[config.mk]
export PLATFORM = sky130hd
export DESIGN_NAME = decoder_scan_sequencer
export DESIGN_NICKNAME = d
export VERILOG_FILES = /design/src/rtl/decoder_scan_sequencer.sv
export SDC_FILE = /design/constraint.sdc
export NUM_CORES = 1
export LEC_CHECK = 0
export BUFFER_PORTS_ARGS = -buffer_cell sky130_fd_sc_hd__buf_4
export CAP_MARGIN = 20
export CORE_ASPECT_RATIO = 0.5
export CORE_MARGIN = 2
export CORE_UTILIZATION = 62
export DETAILED_ROUTE_END_ITERATION = 10
export PLACE_DENSITY = 0.86
export SLEW_MARGIN = 15
export SYNTH_ARGS = -nofsm -noshare
export SYNTH_HDL_FRONTEND = slang
export SYNTH_SLANG_ARGS = --single-unit
[constraint.sdc]
create_clock -name clk -period 7.2 [get_ports clk]
set_input_delay 1.08 -clock clk [delete_from_list [all_inputs] [get_ports clk]]
set_output_delay 1.08 -clock clk [all_outputs]
set_load 0.005 [all_outputs]
[src/rtl/decoder_scan_sequencer.sv]
// Scan sequencer driving a 2-to-4 decoder: steps codes 0..3 with a programmable dwell and en=0 gaps.
// Optional build macro SCAN_MASK_EN adds a per-step skip mask.
module decoder_scan_sequencer #(
    parameter int DWELL_W = 8,
    parameter int GAP     = 1
) (
    input  logic               clk,
    input  logic               rst_n,
    input  logic               start_i,
    input  logic               stop_i,
    input  logic               continuous_i,
    input  logic [DWELL_W-1:0] dwell_i,
`ifdef SCAN_MASK_EN
    input  logic [3:0]         mask_i,
`endif
    output logic               en_o,
    output logic               w1_o,
    output logic               w0_o,
    output logic               busy_o,
    output logic               step_pulse_o,
    output logic               frame_done_o
);

    localparam int GAP_W = (GAP > 1) ? $clog2(GAP + 1) : 1;

    localparam logic [1:0] S_IDLE   = 2'd0;
    localparam logic [1:0] S_ACTIVE = 2'd1;
    localparam logic [1:0] S_GAP    = 2'd2;

    logic [1:0]         state_q, state_d;
    logic [1:0]         step_q, step_d;
    logic [1:0]         next_step_q, next_step_d;
    logic               go_idle_q, go_idle_d;
    logic [DWELL_W-1:0] cnt_q, cnt_d;
    logic [DWELL_W-1:0] dwell_q, dwell_d;
    logic [GAP_W-1:0]   gap_q, gap_d;
    logic [3:0]         mask_q, mask_d;
    logic               en_q, en_d;
    logic               busy_q, busy_d;
    logic               sp_q, sp_d;
    logic               fd_q, fd_d;

    logic [3:0]         mask_src;
    logic [DWELL_W-1:0] dwell_eff;
    logic [2:0]         first_src;
    logic [2:0]         nxt_q;

`ifdef SCAN_MASK_EN
    assign mask_src = mask_i;
`else
    assign mask_src = 4'b0000;
`endif

    // Returns {found, index} of the first unmasked step at or after 'from'.
    function automatic logic [2:0] next_unmasked(input logic [3:0] mask, input logic [2:0] from);
        logic       found;
        logic [1:0] idx;
        found = 1'b0;
        idx   = 2'd0;
        for (int k = 0; k < 4; k++) begin
            if (!found && (3'(k) >= from) && !mask[k]) begin
                found = 1'b1;
                idx   = 2'(k);
            end
        end
        return {found, idx};
    endfunction

    function automatic logic last_step(input logic [3:0] mask, input logic [1:0] s);
        logic [2:0] r;
        r = next_unmasked(mask, {1'b0, s} + 3'd1);
        return !r[2];
    endfunction

    assign dwell_eff = (dwell_i == '0) ? DWELL_W'(1) : dwell_i;
    assign first_src = next_unmasked(mask_src, 3'd0);
    assign nxt_q     = next_unmasked(mask_q, {1'b0, step_q} + 3'd1);

    always_comb begin
        state_d     = state_q;
        step_d      = step_q;
        next_step_d = next_step_q;
        go_idle_d   = go_idle_q;
        cnt_d       = cnt_q;
        dwell_d     = dwell_q;
        gap_d       = gap_q;
        mask_d      = mask_q;
        en_d        = en_q;
        busy_d      = busy_q;

        case (state_q)
            S_IDLE: begin
                if (start_i && !stop_i && first_src[2]) begin
                    state_d = S_ACTIVE;
                    step_d  = first_src[1:0];
                    dwell_d = dwell_eff;
                    mask_d  = mask_src;
                    cnt_d   = dwell_eff;
                    en_d    = 1'b1;
                    busy_d  = 1'b1;
                end
            end
            S_ACTIVE: begin
                if (cnt_q != DWELL_W'(1)) begin
                    cnt_d = cnt_q - DWELL_W'(1);
                end else begin
                    // Pick what follows this step; the last step may wrap with a fresh mask.
                    if (nxt_q[2]) begin
                        next_step_d = nxt_q[1:0];
                        go_idle_d   = 1'b0;
                    end else if (continuous_i && first_src[2]) begin
                        next_step_d = first_src[1:0];
                        mask_d      = mask_src;
                        go_idle_d   = 1'b0;
                    end else begin
                        next_step_d = 2'd0;
                        go_idle_d   = 1'b1;
                    end

                    if (GAP > 0) begin
                        state_d = S_GAP;
                        gap_d   = GAP_W'(GAP);
                        en_d    = 1'b0;
                    end else if (go_idle_d) begin
                        state_d = S_IDLE;
                        step_d  = 2'd0;
                        en_d    = 1'b0;
                        busy_d  = 1'b0;
                    end else begin
                        step_d = next_step_d;
                        cnt_d  = dwell_q;
                    end
                end
            end
            S_GAP: begin
                if (gap_q != GAP_W'(1)) begin
                    gap_d = gap_q - GAP_W'(1);
                end else if (go_idle_q) begin
                    state_d = S_IDLE;
                    step_d  = 2'd0;
                    busy_d  = 1'b0;
                end else begin
                    state_d = S_ACTIVE;
                    step_d  = next_step_q;
                    cnt_d   = dwell_q;
                    en_d    = 1'b1;
                end
            end
            default: begin
                state_d = S_IDLE;
                step_d  = 2'd0;
                en_d    = 1'b0;
                busy_d  = 1'b0;
            end
        endcase

        sp_d = (state_d == S_ACTIVE) && (cnt_d == DWELL_W'(1));
        fd_d = sp_d && last_step(mask_d, step_d);

        // Abort wins over every other event in the same cycle.
        if (stop_i) begin
            state_d = S_IDLE;
            step_d  = 2'd0;
            en_d    = 1'b0;
            busy_d  = 1'b0;
            sp_d    = 1'b0;
            fd_d    = 1'b0;
        end
    end

    always_ff @(posedge clk or negedge rst_n) begin
        if (!rst_n) begin
            state_q     <= S_IDLE;
            step_q      <= 2'd0;
            next_step_q <= 2'd0;
            go_idle_q   <= 1'b0;
            cnt_q       <= '0;
            dwell_q     <= '0;
            gap_q       <= '0;
            mask_q      <= 4'b0000;
            en_q        <= 1'b0;
            busy_q      <= 1'b0;
            sp_q        <= 1'b0;
            fd_q        <= 1'b0;
        end else begin
            state_q     <= state_d;
            step_q      <= step_d;
            next_step_q <= next_step_d;
            go_idle_q   <= go_idle_d;
            cnt_q       <= cnt_d;
            dwell_q     <= dwell_d;
            gap_q       <= gap_d;
            mask_q      <= mask_d;
            en_q        <= en_d;
            busy_q      <= busy_d;
            sp_q        <= sp_d;
            fd_q        <= fd_d;
        end
    end

    assign en_o         = en_q;
    assign w1_o         = step_q[1];
    assign w0_o         = step_q[0];
    assign busy_o       = busy_q;
    assign step_pulse_o = sp_q;
    assign frame_done_o = fd_q;

endmodule

# Word-level counts from Yosys, hierarchy flattened
# Cells that the tools add are included.
[totals]
out_inout_bits = 6
register_bits = 32
wordCells = 129
[op_classes]
n_eq_ne = 12
muxes = 51
n_addsub = 4
bitwise = 1
n_reduce_logical = 41
order_cmp = 8
[op_table]
columns = ["cell", "count"]
rows = [
  ["2-to-1 mux 8 bit", 5],
  ["2-to-1 mux 1 bit", 24],
  ["case mux 8 bit (3 select lines)", 1],
  ["2-to-1 mux 2 bit", 11],
  ["logical AND 1 bit", 17],
  ["zero test 1 bit", 16],
  ["2-to-1 mux 4 bit", 4],
  ["inequality test 3 bit, second input constant", 5],
  ["greater-or-equal comparator 1 x 3 -> 1 bit, first input constant", 4],
  ["greater-or-equal comparator 2 x 3 -> 1 bit, first input constant", 4],
  ["case mux 2 bit (3 select lines)", 2],
  ["== test 8 x 1 -> 1 bit, second input constant", 1],
  ["zero test 8 bit", 1],
  ["inequality test 8 x 1 -> 1 bit, second input constant", 1],
  ["case mux 4 bit (2 select lines)", 1],
  ["AND reduction 4 bit", 2],
  ["subtractor 8 x 1 -> 8 bit, second input constant", 1],
  ["adder 2 x 1 -> 3 bit, second input constant", 2],
  ["case mux 1 bit (3 select lines)", 2],
  ["AND reduction 2 bit", 3],
  ["== test 2 x 1 -> 1 bit, second input constant", 2],
  ["inequality test 2 bit, second input constant", 2],
  ["== test 2 bit, second input constant", 1],
  ["zero test 2 bit", 1],
  ["4 further kinds", 4],
]

# Depth between registers and ports, before layout
[logic_depth]
ltp_word = 37
depth_mapped = 8
mapped_depth_nobuf = 8

# Least setup slack after synthesis
# OpenSTA, ideal clock, no wires.
[synth_path]
path_type = "input to register"
from = "input stop_i"
to = "register fd_q (netlist: frame_done_o)"
path_slack_ns = 4.202
setup_ns = 0.096
cell_stages = 7
t_arrival_ns = 2.903
path_buffers = 1
path_cell_list = "clkbuf_1 > or3b_1 > nand4_1 > nand2_1 > or3_1 > or4b_1 > nor4_2"
[synth_between]
elab_cells_between_ends = 39
cone_classes = "1 x add/sub; 4 x order compare; 2 x eq/ne; 13 x mux; 19 x reduce/logical"
[synth_rtl]
columns = ["element", "line_no", "source"]
rows = [
  ["from (decl)", "10", "input logic stop_i,"],
  ["zero test 1 bit", "93", "if (start_i && !stop_i && first_src[2]) begin"],
  ["logical AND 1 bit", "93", ""],
  ["2-to-1 mux 8 bit", "93", ""],
  ["case mux 8 bit (3 select lines)", "91", "case (state_q)"],
  ["net cnt_d[6]", "34", "logic [DWELL_W-1:0] cnt_q, cnt_d;"],
  ["== test 8 x 1 -> 1 bit", "157", "sp_d = (state_d == S_ACTIVE) && (cnt_d == DWELL_W'(1));"],
  ["logical AND 1 bit", "157", ""],
  ["logical AND 1 bit", "158", "fd_d = sp_d && last_step(mask_d, step_d);"],
  ["2-to-1 mux 1 bit", "161", "if (stop_i) begin"],
  ["net fd_d", "41", "logic fd_q, fd_d;"],
  ["to (signal assigned)", "184", "fd_q <= 1'b0;"],
  ["to (signal assigned)", "197", "fd_q <= fd_d;"],
  ["to (decl)", "41", ""],
]
# The timed path passes the listed nets, and every way through them passes these cells.
# A chain may end at the register's enable or synchronous reset.

# Final worst setup path
[layout_path]
from = "input stop_i"
to = "register fd_q (netlist: frame_done_o)"
[layout_between]
elab_chain_len = 23
elab_cells_between_ends = 39
cone_classes = "1 x add/sub; 4 x order compare; 2 x eq/ne; 13 x mux; 19 x reduce/logical"
[layout_rtl]
columns = ["element", "line_no", "source"]
rows = [
  ["zero test 1 bit", "93", ""],
  ["logical AND 1 bit", "93", ""],
  ["2-to-1 mux 2 bit", "93", ""],
  ["case mux 2 bit (3 select lines)", "91", ""],
  ["adder 2 x 1 -> 3 bit", "71", "r = next_unmasked(mask, {1'b0, s} + 3'd1);"],
  ["greater-or-equal comparator 1 x 3 -> 1 bit", "61", "if (!found && (3'(k) >= from) && !mask[k]) begin"],
  ["logical AND 1 bit", "61", ""],
  ["2-to-1 mux 1 bit", "61", ""],
  ["[7 not listed]", "-", ""],
  ["2-to-1 mux 1 bit", "61", ""],
  ["zero test 1 bit", "61", ""],
  ["logical AND 1 bit (2 in a row)", "61", ""],
  ["2-to-1 mux 1 bit", "61", ""],
  ["zero test 1 bit", "72", "return !r[2];"],
  ["logical AND 1 bit", "158", ""],
  ["2-to-1 mux 1 bit *", "161", ""],
  ["net fd_d", "41", ""],
]
# The timed path passes the listed nets; every way through them passes the cells marked *.

==> results.yml <==
global_route:
  antenna_found_initial: 0
  first_global_vias: 1333
  grt_pass1_wl_mm: 6.45
  grtUsageTotal_pct: 28.3
  grt_max_degree: 32
  overflow: 0
yosys:
  syn-num-nets: 201
  synthDominantCellAreaShare_pct: 45.8
  syn_area_per_cell_um2: 9.11
  ys_seq_area_share_pct: 45.8
  syn_area_um2: 1690
  syn_inst: 186
  synth.distinct_cells: 49
  synth_common_cells: "nand2_1 (34), dfrtp_1 (31), nor2_1 (14), o21ai_0 (9)"
  yosys.area.top_type: "dfrtp_1"
  synthArstFlopShare_pct: 100
  yosysMostFrequentCell: "nand2_1"
  synth-seq-cells: 31
  synth_edf_count: 0
  synth_top_flop_cell: "dfrtp_1"
  synth_area_leaders: "dfrtp_1 (46%), nand2_1 (7.5%), nor2_1 (3.1%), o21ai_0 (2.7%), a21o_1 (2.2%)"
  yosysWarnings: 0
worst_setup_path:
  required_ps: 7370
  critPathMaxFanout: 11
  worst_r2r_startpoint: "state_q[0]$_DFF_PN0_"
  cp-end-kind: "flop"
  critPathArrivalTime_ps: 3020
  critPathKind: "input pin to flop"
  critPathLaunchType: "input pin"
  r2r_cells: 6
  crit_start: "stop_i"
place:
  placed_area_um2: 1850
  dp_hpwl_mm: 2.96
  place.gp.congestion: 0.955
  io_buffers: 18
  dp_slack_ps: 4110
floorplanning:
  rows: 13
  die_y_um: 41.0
  start_util_pct: 65.1
  io_pins: 19
  die_x_um: 77.9
  die_area_um2: 3190
  core_um2: 2600
layout:
  final_area_um2: 1970
  nNetsFinal: 219
  synthToLayoutAreaGrowth_pct: 16.0
  diodes: 0
  drive_above_1_share_pct: 15.6
  fill_cells: 184
clock_tree:
  clk_latency_ps: 290
  cts_hold_buf: 0
  cts_resized: 0
  cts_root_buffer: "clkbuf_8"
  cts_buffer_depth: 2
  postCtsSetupBuffers: 0
  h-tree-depth: 2
  clkTransAtPathRegs_ps: 60
  cts-buffers-inserted: 5
  cts_sinks: 31
  cts_tree: "built"
power:
  powerDensity_nw_per_um2: 269
  swShare_pct: 31.5
  leakagePower_nw: 0.900
  pwr-share-seq_pct: 44.5
  switchingPower_w: 0.000166
  peakVddDrop_mv: 0.203
  internal-power_w: 0.000362
  combPwrFrac_pct: 21.7
  p_clk_share_pct: 33.8
sta:
  relSlewSlack_pct: 36.7
  holdWs_ps: 482
  finalClockSkew_ps: 5.42
  fin_crit_ps: 2850
  worst_slew_pin_slew_ps: 947
  hold_violations: 0
  post-route-period-util_pct: 39.5
  setup_violations: 0
  fin_ws_ps: 4350
  rsz0062_at_grt: "no"
  tns_ps: 0
  finalMaxSlewViolations: 0
  max_freq_ghz: 0.351
detailed_routing:
  drc: 0
  routed_wl_mm: 4.06
  antenna_left: 0
  vias: 1497
  dr.pass1.iters: 5
  vias_per_cell: 6.19
  wl_per_cell_um: 16.8
  drt_iter0_markers: 135
worst_hold_path:
  whs_path_depth: 2
  holdCritPathClass: "flop to flop"
  min-delay-start: "dwell_q[4]$_DFFE_PN0P_"
job:
  maxCapViolCount: 0
run_status:
  outcome: "completed"
[cell type report]
type / instances / area [um^2] / share of cell area [%]
clock inverters: 2 / 35.0 / 1.78
flip-flops and latches: 31 / 776 / 39.5
repair buffers: 18 / 135 / 6.87
inverters: 8 / 30.0 / 1.53
clock buffers: 6 / 82.6 / 4.20
well taps: 37 / 46.3 / 2.36
multi-input cells: 140 / 861 / 43.8
[critical path, stage by stage]
cell and delay (ps):
buf_4 150, nor4b_2 840, nor2_1 190, a21boi_0 340, a21oi_1 100, o21ai_0 240
nor4_2 80
[sequential cells by signal (all words and copies together) (netlist names), 2 cells and up]
name / flops
cnt_q: 8
dwell_q: 8
mask_q: 3
next_step_q: 2
state_q: 2
step_q: 2
[power groups by stage]
| stage | clock (W) | combinational (W) | sequential (W) |
|---|---|---|---|
| floorplan | 0 | 0.0000830 | 0.000227 |
| global placement | 0 | 0.000111 | 0.000236 |
| detailed placement | 0 | 0.000114 | 0.000237 |
| CTS | 0.000181 | 0.000114 | 0.000234 |
| global route | 0.000187 | 0.000129 | 0.000240 |
| finish | 0.000179 | 0.000115 | 0.000235 |
[cells in the final DEF, fill, tap and decap left out, types with 4 or more instances in the layout]
cell and count:
nand2_1 34, dfrtp_1 31, buf_4 18, nor2_1 14, o21ai_0 9, inv_1 7, a21oi_1 7, nand2b_1 6
clkbuf_8 6, a21o_1 5, nand3_1 4
[per-stage QoR]
| step | power (W) | utilization (%) | std cells |
|---|---|---|---|
| 2_1_floorplan | 0.000310 | - | 186 |
| 3_3_place_gp | 0.000347 | 71.0 | 234 |
| 3_5_place_dp | 0.000350 | 71.0 | 234 |
| 6_report | 0.000529 | 75.5 | 242 |
| 4_1_cts | 0.000530 | 75.5 | 242 |
| 5_1_grt | 0.000555 | 75.5 | 242 |
[logic make-up after synthesis]
group	Yosys count	share of synthesized area (%)
and+or+nand+nor	87	27.4
AOI/OAI and AO/OA	48	19.8
DFF	31	45.8
buffers and inverters	15	3.77
muxes	2	1.26
adders and majority gates	2	1.48
xor gates and xnor gates	1	0.517
[metal layers]
metal  share of wire [%]  GRT usage, %
met5                   0             0
met1                  49          39.3
met2                  43          43.3
met3                 7.2          8.37
met4                0.84          10.1
[final timing paths]
kind,endpoint,slack (ps)
max,frame_done_o$_DFF_PN0_,4350
min,dwell_q[4]$_DFFE_PN0P_,480
max reg2reg,frame_done_o$_DFF_PN0_,4590
min reg2reg,dwell_q[4]$_DFFE_PN0P_,480
max in group asynchronous,dwell_q[3]$_DFFE_PN0P_,6200
min in group asynchronous,dwell_q[1]$_DFFE_PN0P_,710
Power figures use the tool's default switching activity.
